===== src/rtl/dm_access_ctrl.sv =====
// MEM-stage data memory access controller: handshake sequencing,
// alignment checking, store lane replication and load extension.
module dm_access_ctrl #(
  parameter int ADDR_W = 32
) (
  input  logic              clk,
  input  logic              rst_n,
  input  logic              mem_read,
  input  logic              mem_write,
  input  logic [2:0]        ld_type,
  input  logic [ADDR_W-1:0] addr,
  input  logic [3:0]        be,
  input  logic [31:0]       wdata,
  output logic              stall,
  output logic              align_err,
  output logic [31:0]       rdata_out,
  output logic              rdata_valid,
  output logic              m_req,
  output logic              m_we,
  output logic [ADDR_W-1:0] m_addr,
  output logic [3:0]        m_be,
  output logic [31:0]       m_wdata,
  input  logic              m_ready,
  input  logic [31:0]       m_rdata,
  input  logic              m_rvalid
);

  localparam logic [2:0] LD_LH  = 3'd1;
  localparam logic [2:0] LD_LHU = 3'd2;
  localparam logic [2:0] LD_LB  = 3'd3;
  localparam logic [2:0] LD_LBU = 3'd4;

  typedef enum logic [1:0] {
    IDLE,
    REQ,
    WAIT_RD,
    DONE
  } state_t;

  state_t state_q, state_d;

  logic              we_q, we_d;
  logic [ADDR_W-1:0] addr_q, addr_d;
  logic [3:0]        be_q, be_d;
  logic [31:0]       wdata_q, wdata_d;
  logic [31:0]       rdata_q, rdata_d;
  logic [2:0]        ld_q, ld_d;
  logic [1:0]        off_q, off_d;

  logic        is_half, is_byte, misal;
  logic [31:0] rep_data;
  logic [31:0] lane;
  logic [15:0] half;
  logic [31:0] ext_data;

  // Stores size from byte enables; loads size from the load type.
  always_comb begin
    is_half = 1'b0;
    is_byte = 1'b0;
    if (mem_write) begin
      case (be)
        4'b0011, 4'b1100: is_half = 1'b1;
        4'b0001, 4'b0010,
        4'b0100, 4'b1000: is_byte = 1'b1;
        default: ;
      endcase
    end else begin
      is_half = (ld_type == LD_LH) || (ld_type == LD_LHU);
      is_byte = (ld_type == LD_LB) || (ld_type == LD_LBU);
    end
    if (is_byte)      misal = 1'b0;
    else if (is_half) misal = addr[0];
    else              misal = |addr[1:0];
  end

  always_comb begin
    if (is_byte)      rep_data = {4{wdata[7:0]}};
    else if (is_half) rep_data = {2{wdata[15:0]}};
    else              rep_data = wdata;
  end

  always_comb begin
    lane = m_rdata >> {off_q, 3'b000};
    half = off_q[1] ? m_rdata[31:16] : m_rdata[15:0];
    case (ld_q)
      LD_LH:   ext_data = {{16{half[15]}}, half};
      LD_LHU:  ext_data = {16'h0, half};
      LD_LB:   ext_data = {{24{lane[7]}}, lane[7:0]};
      LD_LBU:  ext_data = {24'h0, lane[7:0]};
      default: ext_data = m_rdata;
    endcase
  end

  always_comb begin
    state_d     = state_q;
    we_d        = we_q;
    addr_d      = addr_q;
    be_d        = be_q;
    wdata_d     = wdata_q;
    rdata_d     = rdata_q;
    ld_d        = ld_q;
    off_d       = off_q;
    stall       = 1'b0;
    align_err   = 1'b0;
    m_req       = 1'b0;
    rdata_valid = 1'b0;
    case (state_q)
      IDLE: begin
        if (mem_read || mem_write) begin
          if (misal) begin
            align_err = 1'b1;
          end else begin
            stall   = 1'b1;
            we_d    = mem_write;
            addr_d  = {addr[ADDR_W-1:2], 2'b00};
            be_d    = mem_write ? be : 4'b1111;
            wdata_d = mem_write ? rep_data : 32'h0;
            ld_d    = ld_type;
            off_d   = addr[1:0];
            state_d = REQ;
          end
        end
      end
      REQ: begin
        m_req = 1'b1;
        stall = 1'b1;
        if (m_ready) begin
          if (we_q) begin
            state_d = DONE;
          end else if (m_rvalid) begin
            rdata_d = ext_data;
            state_d = DONE;
          end else begin
            state_d = WAIT_RD;
          end
        end
      end
      WAIT_RD: begin
        stall = 1'b1;
        if (m_rvalid) begin
          rdata_d = ext_data;
          state_d = DONE;
        end
      end
      DONE: begin
        rdata_valid = !we_q;
        state_d     = IDLE;
      end
      default: state_d = IDLE;
    endcase
  end

  always_ff @(posedge clk) begin
    if (!rst_n) begin
      state_q <= IDLE;
      we_q    <= 1'b0;
      addr_q  <= '0;
      be_q    <= 4'h0;
      wdata_q <= 32'h0;
      rdata_q <= 32'h0;
      ld_q    <= 3'h0;
      off_q   <= 2'h0;
    end else begin
      state_q <= state_d;
      we_q    <= we_d;
      addr_q  <= addr_d;
      be_q    <= be_d;
      wdata_q <= wdata_d;
      rdata_q <= rdata_d;
      ld_q    <= ld_d;
      off_q   <= off_d;
    end
  end

  assign m_we      = we_q;
  assign m_addr    = addr_q;
  assign m_be      = be_q;
  assign m_wdata   = wdata_q;
  assign rdata_out = rdata_q;

endmodule


===== config.mk =====
export PLATFORM = sky130hd
export DESIGN_NAME = dm_access_ctrl
export DESIGN_NICKNAME = d
export VERILOG_FILES = /design/src/rtl/dm_access_ctrl.sv
export SDC_FILE = /design/constraint.sdc
export NUM_CORES = 1
export LEC_CHECK = 0
export BUFFER_PORTS_ARGS = -buffer_cell sky130_fd_sc_hd__buf_2
export CAP_MARGIN = 20
export CELL_PAD_IN_SITES_DETAIL_PLACEMENT = 1
export CELL_PAD_IN_SITES_GLOBAL_PLACEMENT = 1
export CORE_AREA = 2 2 95 189
export DETAILED_ROUTE_END_ITERATION = 12
export DIE_AREA = 0 0 97 191
export PLACE_DENSITY = 0.84
export SLEW_MARGIN = 20
export SYNTH_ARGS = -nofsm -noshare
export SYNTH_HDL_FRONTEND = slang
export SYNTH_SLANG_ARGS = --single-unit

===== constraint.sdc =====
create_clock -name clk -period 1.9 [get_ports clk]
set_clock_uncertainty 0.05 [all_clocks]
set_input_delay 0.19 -clock clk [delete_from_list [all_inputs] [get_ports clk]]
set_output_delay 0.19 -clock clk [all_outputs]
set_load 0.1 [all_outputs]

== Word-level counts from Yosys, hierarchy flattened ==
Index checks and enable logic that the tools add are counted.

* Eq/ne operators: 22
* Shift operators: 1
* Mux-type cells: 31
* Bitwise gates (word level): 1
* Reduce and logical (&&, ||, !) cells: 13

{| class="wikitable"
|+ Operators with widths
! operator !! number
|-
| 2-to-1 mux 32 bit || 6
|-
| case mux 32 bit (4 select lines) || 1
|-
| case mux 32 bit (2 select lines) || 1
|-
| >> shifter 32 x 5 -> 8 bit || 1
|-
| 2-to-1 mux 16 bit || 1
|-
| 2-to-1 mux 1 bit || 15
|-
| == test 3 x 2 -> 1 bit, second input constant || 4
|-
| != test 2 bit, second input constant || 5
|-
| == test 4 x 2 -> 1 bit, second input constant || 2
|-
| == test 4 bit, second input constant || 2
|-
| 2-to-1 mux 2 bit || 4
|-
| case mux 2 bit (4 select lines) || 1
|-
| == test 3 x 1 -> 1 bit, second input constant || 2
|-
| == test 3 bit, second input constant || 2
|-
| AND reduction 3 bit || 2
|-
| OR reduction 2 bit || 3
|-
| == test 2 bit, second input constant || 2
|-
| == test 4 x 1 -> 1 bit, second input constant || 1
|-
| == test 4 x 3 -> 1 bit, second input constant || 1
|-
| 2-to-1 mux 4 bit || 1
|-
| AND reduction 4 bit || 1
|-
| OR reduction 4 bit || 1
|-
| logical OR 1 bit || 3
|-
| == test 2 x 1 -> 1 bit, second input constant || 1
|-
| other kinds (5) || 5
|}

* Flip-flop bits (word level): 106
* Output and inout port bits: 105
* Word-level logic and storage cells: 76

== Depth between registers and ports, before layout ==
* Word-level depth: 9
* Mapped depth: 9
* Gate-level depth less buffers: 7

== Worst setup path before layout ==
Ideal clock, no wire load.

* Path type: register to output
* From: register state_q[0]
* To: output port stall
* Arrival: 2.748 ns
* Required time: 1.660 ns
* Slack: -1.088 ns
* Stages on the path, launching flop included: 8
* Path buffers: 2
* Cell sequence: dfxtp_1 > inv_1 > ha_1 > nor2b_1 > buf_1 > clkbuf_1 > a21oi_1 > nor2_1

* Longest elaborated chain between the ends: 3

{| class="wikitable"
|+ RTL lines
! what !! line !! source
|-
| from (decl) || 40 || <nowiki>state_t state_q, state_d;</nowiki>
|-
| from (signal assigned) || 164 || <nowiki>state_q <= state_d;</nowiki>
|-
| == test 2 bit or == test 2 x 1 -> 1 bit (tied branches) || 107 || <nowiki>case (state_q)</nowiki>
|-
| OR reduction 2 bit (no source line) || - ||
|-
| case mux 1 bit (2 select lines) * || 107 ||
|-
| to (decl) || 14 || <nowiki>output logic stall,</nowiki>
|}

Every way passes the cells marked *; elsewhere a longest branch is shown, timed or not.

== Worst setup path in the final report ==
* From: register state_q[1]
* To: output port align_err

* Longest elaborated chain between the ends: 2

{| class="wikitable"
|+ RTL lines
! what !! line !! source
|-
| logical NOT 2 bit || 107 ||
|-
| 2-to-1 mux 1 bit || 107 ||
|-
| to (decl) || 15 || <nowiki>output logic align_err,</nowiki>
|}

No other way between the ends.

==> run metrics <==
status=complete, no violations; Hold Violations, Final=0; clock transition at the registers of the reported paths=80 ps; CP endpoint kind=output pin; Iter 0 DRT Violations=308; Layout area overhead=42.42%; total power=approximately 12 mW; CP max FO=23; drt via density=roughly 5.5; sequential share of the synthesized area=0.4081; largest net degree at the start of global routing=47; CP Class=reg -> out; # DRC=0; GRT Overall Usage=0.2061; filler cell count=around 2100; total global routing overflow=0; syn_area_per_cell=roughly 8.3 um2; Synth cell types=57; Starting Density=0.3041; NumNets Final=966; average routed wire per standard cell=between 15 and 20 um; max-slew violations=0; CTS Buf Count=9; final number of setup-violating endpoints=0; PortBufs=between 200 and 250; netlist area before placement=just over 5000 um2; first-pass GRT wire length=31300 um; final wirelength=around 20000 um; crit path launch type=flop; H-tree depth=3; #FFs+latches synth=roughly 110; Post-synth ARST share=0; setup_tns=0 ps; area of the core=about 17000 um2; Post-Syn Instances=628; max_slew headroom=0.4458; die area=18530 um2; drt pass-1 iters=4; Die H=~190 um; Post-DRT Antenna Nets=0; setup slack after layout=~45 ps; GP Congestion=0.8759; VDD IR max=0.0008321 V; max-cap viol count=0; CTS tree=yes; yosys warns=0; Hold WS=between 15 and 20 ps; number of global-route vias before repair=between 5000 and 6000; Most used DFF post-synth=dfxtp_1; CTS sink count=106; Rows=just under 70; Multi-input gate area=2935 um2; Static Leakage=around 3.3 nW; fmax=roughly 540 MHz; Tightest Pin Transition=825.0 ps; Sequential Area=around 2100 um2; WP data arrival=between 1500 and 2000 ps; Post-synth EDFFs=0; root buf cell=clkbuf_16; clock latency on the worst-skew pair=360 ps; Pwr per Cell Area=1570 nW/um2; Place WS=-239.4 ps; dpl hpwl=~15000 um; worst hold path type=in -> reg; initial antenna violation count=5; die width=97 um; period utilization=0.9763; WP data required=roughly 1700 ps; I/O pin total=roughly 210; vias=5824; min Tclk post-route=between 1500 and 2000 ps; share of layout cells above drive strength 1=0.3851; Max clock buf depth=2
[path summary, 6_finish.rpt]
path	end	from	slack, ps	depth (start not counted)
setup / recovery	align_err	state_q[1]$_SDFFE_PN0P_	40	6
hold / removal	m_addr[27]$_SDFFE_PN0P_	addr[27]	20	3
setup reg to reg	rdata_out[16]$_SDFFE_PN0P_	off_q[0]$_SDFFE_PN0P_	100	6
hold reg to reg	m_wdata[13]$_SDFFE_PN0P_	m_wdata[13]$_SDFFE_PN0P_	420	1
[where the power goes]
group | total [mW] | leakage (nW) | internal, mW | switching (mW)
Combinational | 6.70 | 2.29 | 1.59 | 5.11
Sequential | 2.94 | 0.867 | 2.68 | 0.262
Clock | 1.99 | 0.146 | 1.05 | 0.937
Total | 11.6 | 3.31 | 5.32 | 6.31
[through the flow]
| step | cell area, um2 | util | cells |
|---|---|---|---|
| 5_1_grt | 7406 | 0.4331 | 1068 |
| 3_5_place_dp | 6924 | 0.4049 | 1045 |
| 2_1_floorplan | 5339 | - | 629 |
| 3_3_place_gp | 6924 | 0.4049 | 1045 |
| 4_1_cts | 7335 | 0.4289 | 1064 |
| 6_report | 7406 | 0.4331 | 1068 |
[cell usage in the layout (no fill, tap or decap), types with 3 or more instances in the layout]
| cell type | n |
|---|---|
| nor2b_1 | 11 |
| ha_1 | 3 |
| a21oi_1 | 67 |
| dfxtp_1 | 103 |
| buf_2 | 206 |
| o21ai_0 | 102 |
| mux2i_1 | 17 |
| or3_1 | 10 |
| o21a_1 | 8 |
| o2bb2ai_1 | 16 |
| or4_1 | 4 |
| nor2_1 | 7 |
| a22oi_1 | 7 |
| inv_1 | 14 |
| nand2_1 | 29 |
| clkbuf_16 | 10 |
| o221ai_1 | 8 |
| nand3_1 | 54 |
| nand3b_1 | 3 |
| buf_4 | 53 |
| buf_12 | 11 |
| o211a_1 | 5 |
| o21ai_1 | 8 |
| nand4_1 | 8 |
| a32o_1 | 15 |
| xnor2_1 | 4 |
| a21oi_2 | 14 |
[final cells by class]
class / instances / area share
Timing Repair Buffer: 273 / 0.2291
Antenna cell: 1 / 0.0003379
Clock inverter: 7 / 0.01149
Multi-Input combinational cell: 446 / 0.3964
Tap cell: 210 / 0.03548
Clock buffer: 9 / 0.03041
Sequential cell: 106 / 0.2877
Inverter: 16 / 0.009123
[cell usage after synthesis, types with 8 or more instances]
cell	n	area share
mux2i_1	17	0.033
o221ai_1	8	0.013
buf_2	18	0.017
a21oi_1	80	0.077
dfxtp_1	106	0.41
a32o_1	15	0.029
o2bb2ai_1	16	0.027
inv_1	16	0.012
o21ai_0	103	0.099
nand3_1	54	0.052
nor2b_1	13	0.016
o21ai_1	8	0.0077
nand2_1	29	0.021
nor2_1	10	0.0072
nand4_1	8	0.0096
clkbuf_1	35	0.025
o21a_1	8	0.012
or3_1	10	0.012
[metal layers]
metal | track usage | up-vias | part of all wire
li1 | - | 2770 | -
met1 | 0.2514 | 2809 | 0.42
met2 | 0.3552 | 208 | 0.49
met3 | 0.05558 | 29 | 0.076
met4 | 0.05905 | 8 | 0.015
met5 | 0 | - | 0.0021
[state kept, by name, summed over array words and instances, names as in the netlist]
signal,cells
ld_q,3
m_addr,30
m_be,4
m_wdata,32
m_we,1
off_q,2
rdata_out,32
state_q,2
[worst max-delay path, stage by stage (launching register included)]
cell,delay [ps]
dfxtp_4,380
inv_6,80
ha_4,180
o21ai_4,120
buf_12,180
nor2_4,120
buf_12,180
[logic make-up (layout without fill, tap and decap cells)]
| kind of cell | count (synthesis) | count (layout) | synth area share |
|---|---|---|---|
| AO/OA/AOI/OAI | 268 | 268 | 0.3157 |
| adder cells (fa/ha/maj) | 6 | 6 | 0.01396 |
| flip-flops | 106 | 106 | 0.4081 |
| AND/OR/NAND/NOR | 144 | 144 | 0.1477 |
| buffers and inverters | 77 | 305 | 0.06280 |
| other | 1 | 3 | 0.0007212 |
| multiplexers | 19 | 19 | 0.03922 |
| XOR/XNOR | 7 | 7 | 0.01179 |
[timing repair]
action                     in CTS  in global routing
pin swaps                       6                  7
gates resized for setup        18                  8
hold buffers                    0                  0
setup buffers                   3                  3
cloned                          0                  1
setup endpoints to repair       6                 16
Note: power is estimated with default switching activity, not from simulation.
